$ cat src/rtl/fp_add_arb.sv
// Round-robin arbiter sharing one fp_add among NUM_REQ requesters; a tag pipeline routes each sum back.
// Latency: transfer to rsp_vld is ADD_LATENCY+2 cycles. No adder backpressure; en low stops new grants only.
// Optional issue counter on busy_cnt is built when FP_ADD_ARB_STATS_EN is defined.
module fp_add_arb #(
    parameter int NUM_REQ     = 4,
    parameter int ADD_LATENCY = 8
) (
    input  logic                   clk,
    input  logic                   rst,
    input  logic                   en,
    input  logic [NUM_REQ-1:0]     req_vld,
    input  logic [32*NUM_REQ-1:0]  req_a,
    input  logic [32*NUM_REQ-1:0]  req_b,
    output logic [NUM_REQ-1:0]     req_rdy,
    output logic                   add_in_vld,
    output logic [31:0]            add_a,
    output logic [31:0]            add_b,
    input  logic                   add_sum_vld,
    input  logic [31:0]            add_sum,
    output logic [NUM_REQ-1:0]     rsp_vld,
    output logic [31:0]            rsp_sum,
    output logic                   idle,
    output logic                   err_orphan,
    output logic [31:0]            busy_cnt
);
    localparam int IW = $clog2(NUM_REQ);
    localparam int CW = IW + 1;

    typedef enum logic [1:0] {IDLE, RUN, DRAIN} state_t;

    state_t                 state;
    state_t                 state_nxt;
    logic [IW-1:0]          rr_ptr;
    logic [IW-1:0]          gnt_idx;
    logic [IW-1:0]          add_idx;
    logic [CW-1:0]          cand;
    logic                   gnt_any;
    logic                   xfer;
    logic                   pending;
    logic [ADD_LATENCY-1:0] tag_vld;
    logic [IW-1:0]          tag_idx [ADD_LATENCY];

    // Search from the requester after the last winner, wrapping at NUM_REQ.
    always_comb begin
        gnt_any = 1'b0;
        gnt_idx = '0;
        cand    = '0;
        for (int k = 0; k < NUM_REQ; k++) begin
            cand = CW'(rr_ptr) + CW'(k + 1);
            if (cand >= CW'(NUM_REQ)) begin
                cand = cand - CW'(NUM_REQ);
            end
            if (!gnt_any && req_vld[cand[IW-1:0]]) begin
                gnt_any = 1'b1;
                gnt_idx = cand[IW-1:0];
            end
        end
    end

    always_comb begin
        req_rdy = '0;
        if (state == RUN && !rst && gnt_any) begin
            req_rdy[gnt_idx] = 1'b1;
        end
    end

    assign xfer    = |(req_vld & req_rdy);
    // The issue register counts as in flight so DRAIN cannot exit before its tag is loaded.
    assign pending = add_in_vld | (|tag_vld);

    always_ff @(posedge clk) begin
        if (rst) begin
            state <= IDLE;
        end else begin
            state <= state_nxt;
        end
    end

    always_comb begin
        state_nxt = state;
        idle      = 1'b0;
        case (state)
            IDLE: begin
                idle = 1'b1;
                if (en) state_nxt = RUN;
            end
            RUN: begin
                if (!en) state_nxt = DRAIN;
            end
            DRAIN: begin
                if (en)            state_nxt = RUN;
                else if (!pending) state_nxt = IDLE;
            end
            default: state_nxt = IDLE;
        endcase
    end

    always_ff @(posedge clk) begin
        if (rst) begin
            rr_ptr     <= IW'(NUM_REQ - 1);
            add_in_vld <= 1'b0;
            add_a      <= '0;
            add_b      <= '0;
            add_idx    <= '0;
            tag_vld    <= '0;
            for (int i = 0; i < ADD_LATENCY; i++) begin
                tag_idx[i] <= '0;
            end
            rsp_vld    <= '0;
            rsp_sum    <= '0;
            err_orphan <= 1'b0;
        end else begin
            add_in_vld <= xfer;
            if (xfer) begin
                rr_ptr  <= gnt_idx;
                add_idx <= gnt_idx;
                add_a   <= req_a[32*gnt_idx +: 32];
                add_b   <= req_b[32*gnt_idx +: 32];
            end
            tag_vld[0] <= add_in_vld;
            tag_idx[0] <= add_idx;
            for (int i = 1; i < ADD_LATENCY; i++) begin
                tag_vld[i] <= tag_vld[i-1];
                tag_idx[i] <= tag_idx[i-1];
            end
            rsp_vld <= '0;
            if (add_sum_vld && tag_vld[ADD_LATENCY-1]) begin
                rsp_vld[tag_idx[ADD_LATENCY-1]] <= 1'b1;
                rsp_sum                         <= add_sum;
            end
            // A result without a tag (or a tag without a result) means the two pipelines lost sync.
            if (add_sum_vld != tag_vld[ADD_LATENCY-1]) begin
                err_orphan <= 1'b1;
            end
        end
    end

`ifdef FP_ADD_ARB_STATS_EN
    always_ff @(posedge clk) begin
        if (rst) begin
            busy_cnt <= '0;
        end else if (add_in_vld) begin
            busy_cnt <= busy_cnt + 32'd1;
        end
    end
`else
    assign busy_cnt = '0;
`endif

endmodule
$ cat config.mk
export PLATFORM = sky130hd
export DESIGN_NAME = fp_add_arb
export DESIGN_NICKNAME = d
export VERILOG_FILES = /design/src/rtl/fp_add_arb.sv
export SDC_FILE = /design/constraint.sdc
export NUM_CORES = 1
export LEC_CHECK = 0
export BUFFER_PORTS_ARGS = -buffer_cell sky130_fd_sc_hd__buf_2
export CORE_AREA = 5 5 164 166
export CTS_CLUSTER_DIAMETER = 50
export DETAILED_ROUTE_END_ITERATION = 6
export DIE_AREA = 0 0 169 171
export GPL_TIMING_DRIVEN = 0
export PLACE_DENSITY_LB_ADDON = 0.1
export REMOVE_ABC_BUFFERS = 1
export SLEW_MARGIN = 30
export SYNTH_ARGS = -nofsm -noshare
export SYNTH_HDL_FRONTEND = slang
export SYNTH_SLANG_ARGS = --single-unit
$ cat constraint.sdc
create_clock -name clk -period 3.2 [get_ports clk]
set_input_delay 0.64 -clock clk [delete_from_list [all_inputs] [get_ports clk]]
set_output_delay 0.64 -clock clk [all_outputs]
set_load 0.005 [all_outputs]
# [After elaboration in Yosys (flattened, before gate mapping)]
# Memory sizes are Yosys's and may differ from the RTL's.
# Cells that the tools add are included.
[totals] register_bits=116 elab_cells=109 mem_count=1 mem_bits_rw=16
[op_classes] n_shift=2 addsub=8 n_mux=42 bitwise=11 n_reduce_logical=17 n_lt_le_gt_ge=12 eq_ne=6
[memory_table] name="tag_idx" words=8 width=2 read_ports=8 rd_clocked_by_memory_dff=0 write_ports=8 line="41" rtl="logic [IW-1:0] tag_idx [ADD_LATENCY];"
[ops] cell="$shiftx A128 B8 Y32" n=2
[ops] cell="$mux W2" n=20
[ops] cell="$lt A2 B3 Y1 const B" n=6
[ops] cell="$mux W1" n=14
[ops] cell="$ge A3 B3 Y1 const B" n=4
[ops] cell="$or A1 B1 Y1" n=9
[ops] cell="$bmux W1 S2" n=4
[ops] cell="$logic_and A1 B1 Y1" n=8
[ops] cell="$reduce_or A8 Y1" n=1
[ops] cell="$sub A2 B1 Y2 const B" n=4
[ops] cell="$add A2 B2 Y3 const B" n=2
[ops] cell="$pmux W2 S3" n=1
[ops] cell="$and A4 B4 Y4" n=1
[ops] cell="$demux W1 S2" n=2
[ops] cell="$ge A2 B1 Y1 const B" n=2
[ops] cell="$logic_not A1 Y1" n=4
[ops] cell="$mux W4" n=1
[ops] cell="$ne A2 B2 Y1 const B" n=2
[ops] cell="$reduce_or A4 Y1" n=1
[ops] cell="$add A2 B1 Y3 const B" n=1
[ops] cell="$add A2 B3 Y3 const B" n=1
[ops] cell="$ne A3 B3 Y1 const B" n=1
[ops] cell="$reduce_and A3 Y1" n=1
[ops] cell="$eq A2 B1 Y1 const B" n=1
[ops] cell="other kinds (5)" n=5

# [Logic depth before layout (Yosys ltp)]
# Gate-level depths: netlist (run 1).
[logic_depth] depth_word=22 depth_mapped=9

# [Worst setup path before layout (run 1)]
# Ideal clock, no wire load.
[synth_timing] kind="input-to-output" startpoint="input port req_vld[1]" endpoint="output port req_rdy[2]" t_required_ps=2560 cell_stages=6 arrival_time_ps=1903 path_slack_ps=657 path_cell_list="or4_1 > and4bb_4 > nand2_1 > buf_2 > buf_2 > nor2_1"
[synth_via] elab_chain_len=17
[synth_lines] item="start: declaration" line="11" rtl="input logic [NUM_REQ-1:0] req_vld,"
[synth_lines] item="$bmux W1 S2" line="53" rtl="if (!gnt_any && req_vld[cand[IW-1:0]]) begin"
[synth_lines] item="$mux W1 (implied by the code)" line="53"
[synth_lines] item="$mux W1" line="53"
[synth_lines] item="$logic_not A1 Y1" line="53"
[synth_lines] item="$logic_and A1 B1 Y1" line="53"
[synth_lines] item="$mux W1" line="53"
[synth_lines] item="$logic_not A1 Y1" line="53"
[synth_lines] item="$logic_and A1 B1 Y1" line="53"
[synth_lines] item="$mux W1" line="53"
[synth_lines] item="$logic_not A1 Y1" line="53"
[synth_lines] item="$logic_and A1 B1 Y1" line="53"
[synth_lines] item="$mux W2" line="53"
[synth_lines] item="$lt A2 B3 Y1 (implied by the code) / $ge A2 B1 Y1 (equally long branches)" line="63" rtl="req_rdy[gnt_idx] = 1'b1;"
[synth_lines] item="$logic_and A1 B1 Y1 (implied by the code)" line="63"
[synth_lines] item="$mux W1 (implied by the code)" line="63"
[synth_lines] item="$demux W1 S2" line="63"
[synth_lines] item="$mux W4 (*)" line="62" rtl="if (state == RUN && !rst && gnt_any) begin"
[synth_lines] item="end: declaration" line="14" rtl="output logic [NUM_REQ-1:0] req_rdy,"
# Mark *: on every way between the ends. The rest lies on a longest branch, timed or not. The select of a mux whose other input is x is not followed.

# [Worst setup path after layout (run 1)]
[layout_timing] startpoint="input port req_vld[3]" endpoint="output port req_rdy[1]"
# The elaborated chain is that of the path after synthesis.

==> results of run 1 <==
==> cells by family after synthesis <==
logic type,after synthesis,share of synthesized area [%]
AO/OA/AOI/OAI,202,22.5
XOR/XNOR,1,0.126
adder cells (fa/ha/maj),1,0.180
buffers and inverters,113,9.13
flip-flops,132,38.0
multiplexers,99,14.3
other,1,0.0540
AND/OR/NAND/NOR,216,15.7
==> routing by layer <==
layer / wire length (um) / share of wire (%) / GRT usage (%) / vias up
met4: 296 / 0.99 / 5.22 / 8
li1: - / - / - / 3511
met1: 11900 / 40 / 23.7 / 3397
met2: 15100 / 50 / 33.7 / 290
met5: 48 / 0.16 / 0 / -
met3: 2530 / 8.5 / 7.14 / 28
==> worst reg2reg max path, delay by kind of cell, from the launching register on <==
| family | cells | cell delay (ns) |
|---|---|---|
| compound gates | 2 | 0.20 |
| buf+inv | 5 | 0.95 |
| flops | 1 | 0.35 |
| mux | 1 | 0.32 |
| simple gates | 2 | 0.42 |
==> final timing paths <==
check	end	cells past startpoint
setup / recovery	req_rdy[1]	11
hold / removal	state[1]	2
setup reg to reg	add_b[19]	10
hold reg to reg	tag_idx[1][2]	1
==> stage by stage <==
stage                     utilization [%]  TNS, ns
after floorplan                         -  -202.56
after global placement               34.8  -424.64
after detailed placement             37.4    -4.70
after CTS                            39.8        0
after global routing                 39.9        0
final                                39.9        0
==> power by group through the flow <==
stage | clock network [mW] | registers [mW] | logic, mW
6_report | 1.94 | 1.75 | 0.951
5_1_grt | 2.08 | 1.76 | 1.04
4_1_cts | 2.01 | 1.76 | 0.959
3_5_place_dp | 0 | 1.79 | 0.950
3_3_place_gp | 0 | 1.79 | 0.903
2_1_floorplan | 0 | 1.79 | 0.438
==> repair_timing <==
| item | 4_1_cts | 5_1_grt |
|---|---|---|
| setup endpoints to repair | 2 | 1 |
| cloned | 1 | 0 |
| setup buffers | 3 | 0 |
| pin swaps | 3 | 0 |
| endpoints found under the hold margin | 0 | 0 |
| gates resized for setup | 4 | 1 |
==> cell usage in the layout, fill, tap and decap left out, drive strengths merged, types with 2 or more instances in the layout <==
master    netlist  routed
a211o           2       2
a21o           63      63
a21oi           2       2
buf            68     430
clkbuf         44      17
clkinv          0       4
clkinvlp        0       2
conb            1      32
dfxtp         132     132
diode           0       6
inv             1      10
mux2i          98      98
nand2          67      67
nand2b          2       2
nand4          62      62
nor2           46      46
nor2b          27      27
nor3            3       3
o211ai         62      62
o21a            2       3
o21ai           4       4
o221ai          2       2
o31ai          62      62
or4             2       2
==> final cells by class <==
class                   count  area share [%]
clock buffers              17            4.19
diodes                      6           0.148
clock inverters            15            1.59
repair buffers            430            25.5
well taps                 335            4.13
flip-flops and latches    132            26.1
multi-input cells         552            38.3
inverters                   1          0.0370
==> state kept, by name, indices dropped and copies added, names as in the netlist, 2 cells and up <==
| signal | flops |
|---|---|
| add_a | 32 |
| add_b | 32 |
| add_idx | 2 |
| rr_ptr | 2 |
| rsp_sum | 32 |
| rsp_vld | 4 |
| state | 2 |
| tag_idx | 16 |
| tag_vld | 8 |
==> PnR_summary.wiki, run 1 <==
{| class="wikitable"
! Metric !! Value
|-
| Area share of the largest cell type after synthesis || roughly two fifths
|-
| Number of buffers added to fix hold violations after cts || 0
|-
| Footprint of the multi-input gates || 0.00389 mm^2
|-
| Initial antenna violation count || 10
|-
| Count of input and output buffers || about 400
|-
| Critical register-to-register path startpoint || rr_ptr[0]
|-
| Clock Path Buffers || 2
|-
| Vertical die dimension || approximately 170 um
|-
| Count of state elements after synthesis || 132
|-
| Worst rel slew slack || 54.0%
|-
| Number of max-slew violations in the final report || 0
|-
| Required arrival time at the worst endpoint || roughly 2.6 ns
|-
| Count of unresolved DRC violations after routing || 0
|-
| Synthesized area || approximately 0.0069 mm^2
|-
| Internal power summed over all cells || roughly 3.2 mW
|-
| List of cells traversed by the critical path || buf_2 > nand2b_1 > a21oi_4 > buf_16 > buf_8 > nor3_4 > buf_12 > buf_8 > buf_6 > nor2_1 > buf_2
|-
| Cell count after synthesis || between 700 and 800
|-
| Iteration-0 DRC count of the detailed router || slightly above 300
|-
| First element of the critical path || req_vld[3]
|-
| Routed len/inst || around 20 um
|-
| Max Fclk || roughly 330 MHz
|-
| Top FF cell, synth || sky130_fd_sc_hd__dfxtp_1
|-
| Wire length of the first global-routing pass || 44500 um
|-
| Hold Vio Cnt, Final || 0
|-
| Type of the worst min-delay path || in -> reg
|-
| Crit path max-delay family || buffers and inverters
|-
| EDFF count, synth || 0
|-
| Distinct cell type count of the synthesized netlist || 43
|-
| Standard cell area after detailed placement || ~0.0095 mm^2
|-
| Maximum number of pins on one net before global-route repair || 66
|-
| Clock Sink Count || about 130
|-
| Largest area contributor in the netlist || sky130_fd_sc_hd__dfxtp_1
|-
| Sequential cell area || ~0.0026 mm^2
|-
| Sw frac || between 30% and 40%
|-
| Top-level I/O count || roughly 440
|-
| Max rail drop VDD || 268 uV
|-
| Post-layout minimum cycle time || 3.05 ns
|-
| Deepest level of the CTS H-tree || 4
|-
| Final Setup Violations || 0
|-
| Total global routing track utilization || approximately a fifth
|-
| Pre-CTS worst setup slack || -0.623 ns
|-
| Setup repair after global routing missed its margin || no
|-
| Source-to-sink clock delay at the later pin of the worst-skew pair || approximately 0.41 ns
|-
| CP endpoint kind || output port
|-
| Number of nets in the finished design || between 1000 and 1500
|-
| Tightest Pin Transition || roughly 0.69 ns
|-
| Non-Filler Cell Area, Final || 0.0102 mm^2
|-
| Power per unit of standard cell area || about 460 mW/mm^2
|-
| CTS tree || yes
|-
| R2R setup slack || around 0.87 ns
|-
| ANT nets after route || 0
|-
| Number of placement rows || 59
|-
| Status || complete, no violations
|-
| Leakage power figure || a little under 5 nW
|-
| Estimated wirelength of the detail-placed design || around 22000 um
|-
| Total power || between 4 and 5 mW
|-
| Avg Cell Area, Syn || slightly above 9 um^2
|-
| Core Footprint || 0.0255 mm^2
|-
| Fraction of the yosys area taken by sequential cells || 38.0%
|-
| Filler cell count in the final layout || about 2700
|-
| Period utilisation layout || between 90% and 100%
|-
| Async set or reset register ratio after synthesis || 0%
|-
| CP arrival || about 2.4 ns
|-
| Element type at the critical path start || input port
|-
| Most frequently used cell type in the post-synthesis netlist || sky130_fd_sc_hd__dfxtp_1
|-
| HP Start || en
|-
| Worst hold slack after final layout || roughly 0.41 ns
|-
| Die area || about 0.029 mm^2
|-
| Share of post-route cells with drive strength above 1 || between 40% and 50%
|-
| Part of the power in combinational logic || 20.5%
|-
| Library cell used as clock root buffer || sky130_fd_sc_hd__clkbuf_16
|-
| DIE WIDTH || 169 um
|-
| Count of placed standard cells in the final layout, fillers left out || between 1000 and 1500
|-
| Setup clock skew after layout || 0.00925 ns
|-
| Sequential share of power || between 30% and 40%
|-
| Part of the total power dissipated in the clock network || around two fifths
|-
| Area overhead of the layout relative to synthesis || 46.2%
|-
| Effective utilization at floorplan || 27.3%
|-
| Biggest fanout along the worst timing path || 18
|-
| Aggregate global routing overflow || 0
|-
| Library cell contributing the largest single delay on the critical path || sky130_fd_sc_hd__nor3_4
|-
| Min setup slack post-route || 0.151 ns
|-
| TritonCTS Buffers || 17
|-
| DR vias || 7234
|-
| Commonest cells post-synth || sky130_fd_sc_hd__dfxtp_1 (132), sky130_fd_sc_hd__mux2i_1 (98), sky130_fd_sc_hd__nand2_1 (67)
|-
| Net Switching || between 1 and 1.5 mW
|-
| Highest cell delay on the worst timing path || between 0.2 and 0.25 ns
|-
| Number of global-route vias before repair || 7283
|-
| Clock-pin slew reported for the worst setup and hold paths after clock tree synthesis || approximately 0.07 ns
|-
| Vias per std cell || around 4.9
|-
| Worst path bufs/invs || 7
|-
| Synthesis warning total || 0
|-
| Sum of routed wire length over all layers || between 20000 and 30000 um
|-
| Final weighted congestion in routability-driven placement || approximately 0.74
|-
| Number of optimization iterations in the first detailed-route pass || 5
|-
| Total instance count after detailed placement || ~1400
|-
| Crit path kind || in -> out
|-
| Number of max-cap violations || 0
|-
| Top cells by area in the synthesized netlist || sky130_fd_sc_hd__dfxtp_1 (38%), sky130_fd_sc_hd__mux2i_1 (14%), sky130_fd_sc_hd__a21o_1 (6.8%)
|}
Power figures use the tool's default switching activity.
==> run 2, diff against run 1 <==
--- a/config.mk
+++ b/config.mk
@@ -6,10 +6,10 @@
 export NUM_CORES = 1
 export LEC_CHECK = 0
 export BUFFER_PORTS_ARGS = -buffer_cell sky130_fd_sc_hd__buf_2
-export CORE_AREA = 5 5 164 166
+export CORE_AREA = 5 5 165 167
 export CTS_CLUSTER_DIAMETER = 50
 export DETAILED_ROUTE_END_ITERATION = 6
-export DIE_AREA = 0 0 169 171
+export DIE_AREA = 0 0 170 172
 export GPL_TIMING_DRIVEN = 0
 export PLACE_DENSITY_LB_ADDON = 0.1
 export REMOVE_ABC_BUFFERS = 1
==> run 2 against run 1 <==
Effect of this change:
- die area increased by 1.2%
- worst hold slack got worse by 0.021 ns
- core utilization decreased by 0.23 points
- sequential share of layout area about the same
- design area about the same
- critical endpoint is now req_rdy[3]
- largest cell class unchanged
==> PnR_summary.wiki, run 2 (same netlist as run 1, synthesis figures left out) <==
{| class="wikitable"
! Metric !! Value
|-
| Most common library cell in the layout ignoring fill and taps || sky130_fd_sc_hd__buf_2 (unchanged)
|-
| Number of global-route vias before repair || 7345 (was 7283)
|-
| CP arrival || 2.40 ns (was 2.41 ns)
|-
| Effective utilization at floorplan || 27.1% (was 27.3%)
|-
| Worst hold stages || 2 (unchanged)
|-
| Routed len/inst || 19.9 um (was 20.1 um)
|-
| Period utilisation layout || 95.0% (was 95.3%)
|-
| Leakage power figure || 4.89 nW (was 4.88 nW)
|-
| Number of nets in the finished design || 1433 (was 1431)
|-
| Max rail drop VDD || 238 uV (was 268 uV)
|-
| Net Switching || 1.39 mW (was 1.43 mW)
|-
| Worst rel slew slack || 54.4% (was 54.0%)
|-
| Initial antenna violation count || 11 (was 10)
|-
| CTS tree || yes (unchanged)
|-
| R2R cell count || 10 (unchanged)
|-
| Final weighted congestion in routability-driven placement || 0.738 (was 0.737)
|-
| Part of the power in combinational logic || 20.2% (was 20.5%)
|-
| Iteration-0 DRC count of the detailed router || 292 (was 305)
|-
| Status || complete, no violations (unchanged)
|-
| Clock-pin slew reported for the worst setup and hold paths after clock tree synthesis || 0.07 ns (about the same)
|-
| Total power || 4.68 mW (was 4.65 mW)
|-
| Worst hold slack after final layout || 0.394 ns (was 0.414 ns)
|-
| Worst hold path endpoint || state[1] (unchanged)
|-
| Number of placement rows || 59 (unchanged)
|-
| Wire length of the first global-routing pass || 43600 um (was 44500 um)
|-
| Final Setup Violations || 0 (unchanged)
|-
| HP Start || en (unchanged)
|-
| Count of unresolved DRC violations after routing || 0 (unchanged)
|-
| Tightest Pin Transition || 0.682 ns (was 0.688 ns)
|-
| Library cell used as clock root buffer || sky130_fd_sc_hd__clkbuf_16 (unchanged)
|-
| Critical register-to-register path startpoint || rr_ptr[0] (unchanged)
|-
| Aggregate global routing overflow || 0 (unchanged)
|-
| Number of max-cap violations || 0 (unchanged)
|-
| Number of optimization iterations in the first detailed-route pass || 4 (was 5)
|-
| Type of the worst min-delay path || in -> reg (unchanged)
|-
| Part of the total power dissipated in the clock network || 42.3% (was 41.8%)
|-
| Top-level I/O count || 435 (unchanged)
|-
| Biggest fanout along the worst timing path || 39 (was 18)
|-
| DIE WIDTH || 170 um (was 169 um)
|-
| Post-layout minimum cycle time || 3.04 ns (was 3.05 ns)
|-
| Sequential share of power || 37.5% (was 37.8%)
|-
| Share of post-route cells with drive strength above 1 || 42.6% (about the same)
|-
| End of the worst register-to-register path || add_a[13] (was add_b[19])
|-
| Setup clock skew after layout || 0.0159 ns (was 0.00925 ns)
|-
| Source-to-sink clock delay at the later pin of the worst-skew pair || 0.42 ns (was 0.41 ns)
|-
| Die area || 0.0292 mm^2 (was 0.0289 mm^2)
|-
| Max Fclk || 329 MHz (was 328 MHz)
|-
| Most used cells in the layout excluding fill and tap cells || sky130_fd_sc_hd__buf_2 (401), sky130_fd_sc_hd__dfxtp_1 (131), sky130_fd_sc_hd__mux2i_1 (98) (unchanged)
|-
| Number of max-slew violations in the final report || 0 (unchanged)
|-
| Total global routing track utilization || 19.3% (was 19.7%)
|-
| Power per unit of standard cell area || 461 mW/mm^2 (was 458 mW/mm^2)
|-
| Number of buffers added to fix hold violations after cts || 0 (unchanged)
|-
| Largest registers || add_a (32), add_b (32), rsp_sum (32) (unchanged)
|-
| Element type at the critical path start || flip-flop (was input port)
|-
| Clock Sink Count || 132 (unchanged)
|-
| CP endpoint kind || output port (unchanged)
|-
| Setup repair after global routing missed its margin || no (unchanged)
|-
| Maximum number of pins on one net before global-route repair || 66 (unchanged)
|-
| Hold Vio Cnt, Final || 0 (unchanged)
|-
| Deepest level of the CTS H-tree || 4 (unchanged)
|-
| Crit path kind || reg -> out (was in -> out)
|-
| Core Footprint || 0.0256 mm^2 (was 0.0255 mm^2)
|-
| ANT nets after route || 0 (unchanged)
|-
| Area overhead of the layout relative to synthesis || 46.2% (about the same)
|-
| Vertical die dimension || 172 um (was 171 um)
|-
| Sum of routed wire length over all layers || 29600 um (was 29900 um)
|-
| Required arrival time at the worst endpoint || 2.56 ns (about the same)
|-
| DR vias || 7168 (was 7234)
|-
| R2R setup slack || 0.81 ns (was 0.87 ns)
|-
| Count of input and output buffers || 402 (unchanged)
|-
| Internal power summed over all cells || 3.28 mW (was 3.22 mW)
|-
| Estimated wirelength of the detail-placed design || 22100 um (was 21900 um)
|-
| Sw frac || 29.8% (was 30.7%)
|-
| TritonCTS Buffers || 17 (unchanged)
|-
| Clock Path Buffers || 2 (unchanged)
|-
| Vias per std cell || 4.81 (was 4.86)
|}
run 2: worst max-delay path, stage by stage (launching register included):
cell	delay, ns
sky130_fd_sc_hd__dfxtp_1	0.35
sky130_fd_sc_hd__and2b_1	0.29
sky130_fd_sc_hd__o21a_4	0.25
sky130_fd_sc_hd__buf_12	0.17
sky130_fd_sc_hd__nor3_4	0.18
sky130_fd_sc_hd__buf_8	0.17
sky130_fd_sc_hd__buf_8	0.16
sky130_fd_sc_hd__buf_6	0.19
sky130_fd_sc_hd__nor2_1	0.06
sky130_fd_sc_hd__buf_2	0.13
run 2: worst max path at each step:
stage,startpoint,endpoint,slack [ns],cells past startpoint
floorplan,req_vld[3],req_rdy[1],-3.17,4
global placement,req_vld[3],add_b[1],-6.42,6
detailed placement,req_vld[3],req_rdy[3],-0.22,10
CTS,rr_ptr[1],req_rdy[3],0.03,9
global route,rr_ptr[0],req_rdy[3],0.01,9
finish,rr_ptr[0],req_rdy[3],0.16,9
run 2: layout make-up:
type	instances	area, um^2
flip-flops and latches	132	2640
fillers	2688	15500
well taps	335	419
clock buffers	17	425
clock inverters	15	161
inverters	1	3.75
multi-input cells	552	3890
repair buffers	432	2590
diodes	5	12.5
run 2: metal layers:
metal  GRT usage [%]  vias up  routed length, um
met1            22.9     3336              11800
li1                -     3524                  -
met3            6.65       30               2680
met4            5.31       12                301
met2            33.2      266              14800
met5               0        -                 69
run 2: through the flow:
step | setup WS [ns] | cell area (um^2) | utilization [%] | TNS (ns) | cells
finish | 0.159 | 10200 | 39.6 | 0 | 1489
global route | 0.0108 | 10200 | 39.6 | 0 | 1488
CTS | 0.0329 | 10100 | 39.6 | 0 | 1483
detailed placement | -0.221 | 9510 | 37.1 | -0.229 | 1448
global placement | -6.42 | 8860 | 34.6 | -415.56 | 1421
floorplan | -3.17 | 6430 | - | -202.56 | 684
run 2: what timing repair did:
item	CTS	global route
cloned	1	0
setup buffers	2	1
hold endpoints to repair	0	0
endpoints found under the setup margin	2	2
resized for setup	2	1
pin swaps	2	0
run 2: power by group through the flow:
stage               clock network (mW)  logic (mW)  registers [mW]
detailed placement                   0       0.942            1.79
global route                      2.12        1.03            1.76
floorplan                            0       0.438            1.79
finish                            1.98       0.945            1.75
CTS                               2.04       0.956            1.75
global placement                     0       0.895            1.79
==> run 3, diff against run 2 <==
==> constraint.sdc (replaced) <==
create_clock -name clk -period 3.65 [get_ports clk]
set_input_delay 0.73 -clock clk [delete_from_list [all_inputs] [get_ports clk]]
set_output_delay 0.73 -clock clk [all_outputs]
set_load 0.005 [all_outputs]
==> run 3 against run 2 <==
Effect of this change:
- wire length shrank 1.9%
- global-route usage shrank 0.39 points
- clock skew is essentially flat
- via count shrank 0.43%
- clock-buffer cell count is the same
- critical path depth grew 1
- non-clock buffer count shrank 3
- sequential share of layout area grew 0.084 points
- flip-flop and latch count is the same
- core utilization shrank 0.15 points
- final cell count shrank 0.20%
==> PnR_summary.wiki, run 3 (same netlist as run 1, synthesis figures left out) <==
{| class="wikitable"
! Metric !! Value
|-
| Status || complete, no violations (unchanged)
|-
| Clock Sink Count || 132 (unchanged)
|-
| Share of post-route cells with drive strength above 1 || 42.3% (was 42.6%)
|-
| HP Start || tag_idx[0][7] (was en)
|-
| Internal power summed over all cells || 2.87 mW (was 3.28 mW)
|-
| Max Fclk || around 290 MHz
|-
| Sw frac || 29.7% (was 29.8%)
|-
| Setup repair after global routing missed its margin || no (unchanged)
|-
| Estimated wirelength of the detail-placed design || 22100 um (unchanged)
|-
| Setup clock skew after layout || 0.0159 ns (about the same)
|-
| Final-layout setup total negative slack || 0 ns (unchanged)
|-
| Routed len/inst || 19.6 um (was 19.9 um)
|-
| Crit path kind || in -> out (was reg -> out)
|-
| Part of the total power dissipated in the clock network || 42.3% (about the same)
|-
| ANT nets after route || 0 (unchanged)
|-
| Post-CTS Resized || 0 (was 2)
|-
| Min setup slack post-route || 0.148 ns (was 0.159 ns)
|-
| Net Switching || 1.21 mW (was 1.39 mW)
|-
| Type of the worst min-delay path || reg -> reg (was in -> reg)
|-
| Wire length of the first global-routing pass || 42900 um (was 43600 um)
|-
| Post-layout minimum cycle time || approximately 3.5 ns
|-
| Footprint of the multi-input gates || 0.00388 mm^2 (was 0.00389 mm^2)
|-
| Number of optimization iterations in the first detailed-route pass || 4 (unchanged)
|-
| Area overhead of the layout relative to synthesis || 45.7% (was 46.2%)
|-
| Sum of routed wire length over all layers || 29100 um (was 29600 um)
|-
| Worst hold path endpoint || tag_idx[1][1] (was state[1])
|-
| Sequential share of power || 37.6% (was 37.5%)
|-
| Part of the power in combinational logic || 20.0% (was 20.2%)
|-
| Sequential cell area || 0.00264 mm^2 (about the same)
|-
| R2R cell count || 9 (was 10)
|-
| Worst hold stages || 1 (was 2)
|-
| Hold Vio Cnt, Final || 0 (unchanged)
|-
| Vias per std cell || 4.80 (was 4.81)
|-
| Count of unresolved DRC violations after routing || 0 (unchanged)
|-
| Number of global-route vias before repair || 7334 (was 7345)
|-
| Iteration-0 DRC count of the detailed router || 274 (was 292)
|-
| Period utilisation layout || ~96%
|-
| Top-level I/O count || 435 (unchanged)
|-
| Biggest fanout along the worst timing path || 39 (unchanged)
|-
| Number of nets in the finished design || 1429 (was 1433)
|-
| Filler cell count in the final layout || 2690 (was 2688)
|-
| End of the worst register-to-register path || add_b[1] (was add_a[13])
|-
| List of cells traversed by the critical path || buf_2 > and2b_1 > o21a_4 > buf_12 > nor3_4 > buf_8 > buf_8 > buf_6 > nor2_1 > buf_2 (was and2b_1 > o21a_4 > buf_12 > nor3_4 > buf_8 > buf_8 > buf_6 > nor2_1 > buf_2)
|-
| Deepest level of the CTS H-tree || 4 (unchanged)
|-
| TritonCTS Buffers || 17 (unchanged)
|-
| DIE WIDTH || 170 um (unchanged)
|-
| Number of placement rows || 59 (unchanged)
|-
| Library cell contributing the largest single delay on the critical path || sky130_fd_sc_hd__o21a_4 (was sky130_fd_sc_hd__dfxtp_1)
|-
| Highest cell delay on the worst timing path || 0.36 ns (was 0.35 ns)
|-
| Element type at the critical path start || input port (was flip-flop)
|-
| Clock Path Buffers || 2 (unchanged)
|-
| Final weighted congestion in routability-driven placement || 0.738 (unchanged)
|-
| Vertical die dimension || 172 um (unchanged)
|-
| CTS tree || yes (unchanged)
|-
| Most common library cell in the layout ignoring fill and taps || sky130_fd_sc_hd__buf_2 (unchanged)
|-
| Pre-CTS worst setup slack || 0.0495 ns (was -0.221 ns)
|-
| R2R setup slack || 1.03 ns (was 0.81 ns)
|-
| Core Footprint || 0.0256 mm^2 (unchanged)
|-
| Total global routing track utilization || 18.9% (was 19.3%)
|-
| Final Setup Violations || 0 (unchanged)
|-
| CP arrival || 2.77 ns (was 2.40 ns)
|-
| Worst rel slew slack || 53.5% (was 54.4%)
|-
| Number of max-cap violations || 0 (unchanged)
|-
| Number of max-slew violations in the final report || 0 (unchanged)
|-
| CP endpoint kind || output port (unchanged)
|-
| Most used cells in the layout excluding fill and tap cells || sky130_fd_sc_hd__buf_2 (401), sky130_fd_sc_hd__dfxtp_1 (132), sky130_fd_sc_hd__mux2i_1 (98) (was sky130_fd_sc_hd__buf_2 (401), sky130_fd_sc_hd__dfxtp_1 (131), sky130_fd_sc_hd__mux2i_1 (98))
|-
| Aggregate global routing overflow || 0 (unchanged)
|-
| Maximum number of pins on one net before global-route repair || 66 (unchanged)
|-
| Source-to-sink clock delay at the later pin of the worst-skew pair || 0.41 ns (was 0.42 ns)
|-
| Setup fix buffers added after clock tree synthesis || 0 (was 2)
|-
| Leakage power figure || 4.87 nW (was 4.89 nW)
|-
| DR vias || 7137 (was 7168)
|-
| Die area || 0.0292 mm^2 (unchanged)
|-
| Effective utilization at floorplan || 27.1% (unchanged)
|-
| Initial antenna violation count || 12 (was 11)
|-
| Clock-pin slew reported for the worst setup and hold paths after clock tree synthesis || 0.06 ns (was 0.07 ns)
|-
| Number of buffers added to fix hold violations after cts || 0 (unchanged)
|-
| Power per unit of standard cell area || 404 mW/mm^2 (was 461 mW/mm^2)
|-
| Tightest Pin Transition || 0.694 ns (was 0.682 ns)
|-
| Library cell used as clock root buffer || sky130_fd_sc_hd__clkbuf_16 (unchanged)
|-
| Count of input and output buffers || 402 (unchanged)
|-
| Required arrival time at the worst endpoint || 2.92 ns (was 2.56 ns)
|-
| Max rail drop VDD || 209 uV (was 238 uV)
|-
| Largest registers || add_a (32), add_b (32), rsp_sum (32) (unchanged)
|-
| Critical register-to-register path startpoint || rr_ptr[0] (unchanged)
|}
==> run 3: cell count changes in the layout (fill, tap and decap cells not counted), sizes merged <==
| cell | before | now |
|---|---|---|
| buf | 432 | 429 |
| o21a | 3 | 2 |
| diode | 5 | 6 |
==> run 3: stage by stage <==
step | power [mW] | cell area [um^2] | util [%] | hold WS [ns] | std cells
3_5_place_dp | 2.39 | 9510 | 37.1 | 0.427 | 1448
3_3_place_gp | 2.35 | 8860 | 34.6 | 0.416 | 1421
4_1_cts | 4.16 | 10100 | 39.4 | 0.435 | 1480
5_1_grt | 4.30 | 10100 | 39.5 | 0.452 | 1485
2_1_floorplan | 1.96 | 6430 | - | 0.414 | 684
6_report | 4.09 | 10100 | 39.5 | 0.436 | 1486
==> run 3: layout make-up <==
cell class	instances	area share, %
Multi-Input combinational cell	551	38.3
Sequential cell	132	26.1
Timing Repair Buffer	429	25.4
Clock buffer	17	4.21
Tap cell	335	4.14
Clock inverter	15	1.60
Antenna cell	6	0.148
Inverter	1	0.0371
==> run 3: routing by layer <==
metal  up-vias  global-route usage (%)  routed length [um]  share of wire (%)
met5         -                       0                  68               0.23
met4        12                    5.73                 347                1.2
met1      3306                    22.3               11400                 39
met2       282                    32.4               14400                 50
li1       3505                       -                   -                  -
met3        32                    6.65                2810                9.7
==> run 3: how the worst max path moves through the flow <==
stage	start	slack, ns	end
floorplan	req_vld[3]	-2.90	req_rdy[1]
global placement	req_vld[3]	-6.06	add_b[1]
detailed placement	req_vld[3]	0.05	req_rdy[3]
CTS	req_vld[3]	0.04	req_rdy[3]
global route	req_vld[3]	0.02	req_rdy[3]
finish	req_vld[3]	0.15	req_rdy[3]
==> run 3: worst max-delay path, delay by kind of cell <==
kind                   cells  cell delay (ns)
buffers and inverters      6             1.07
AND/OR/NAND/NOR            3             0.60
AO/OA/AOI/OAI              1             0.36
==> run 3: power by group through the flow <==
stage,registers (mW),logic [mW],clock network [mW]
detailed placement,1.57,0.826,0
CTS,1.54,0.828,1.79
finish,1.54,0.818,1.73
global route,1.54,0.893,1.86
global placement,1.57,0.785,0
floorplan,1.57,0.384,0
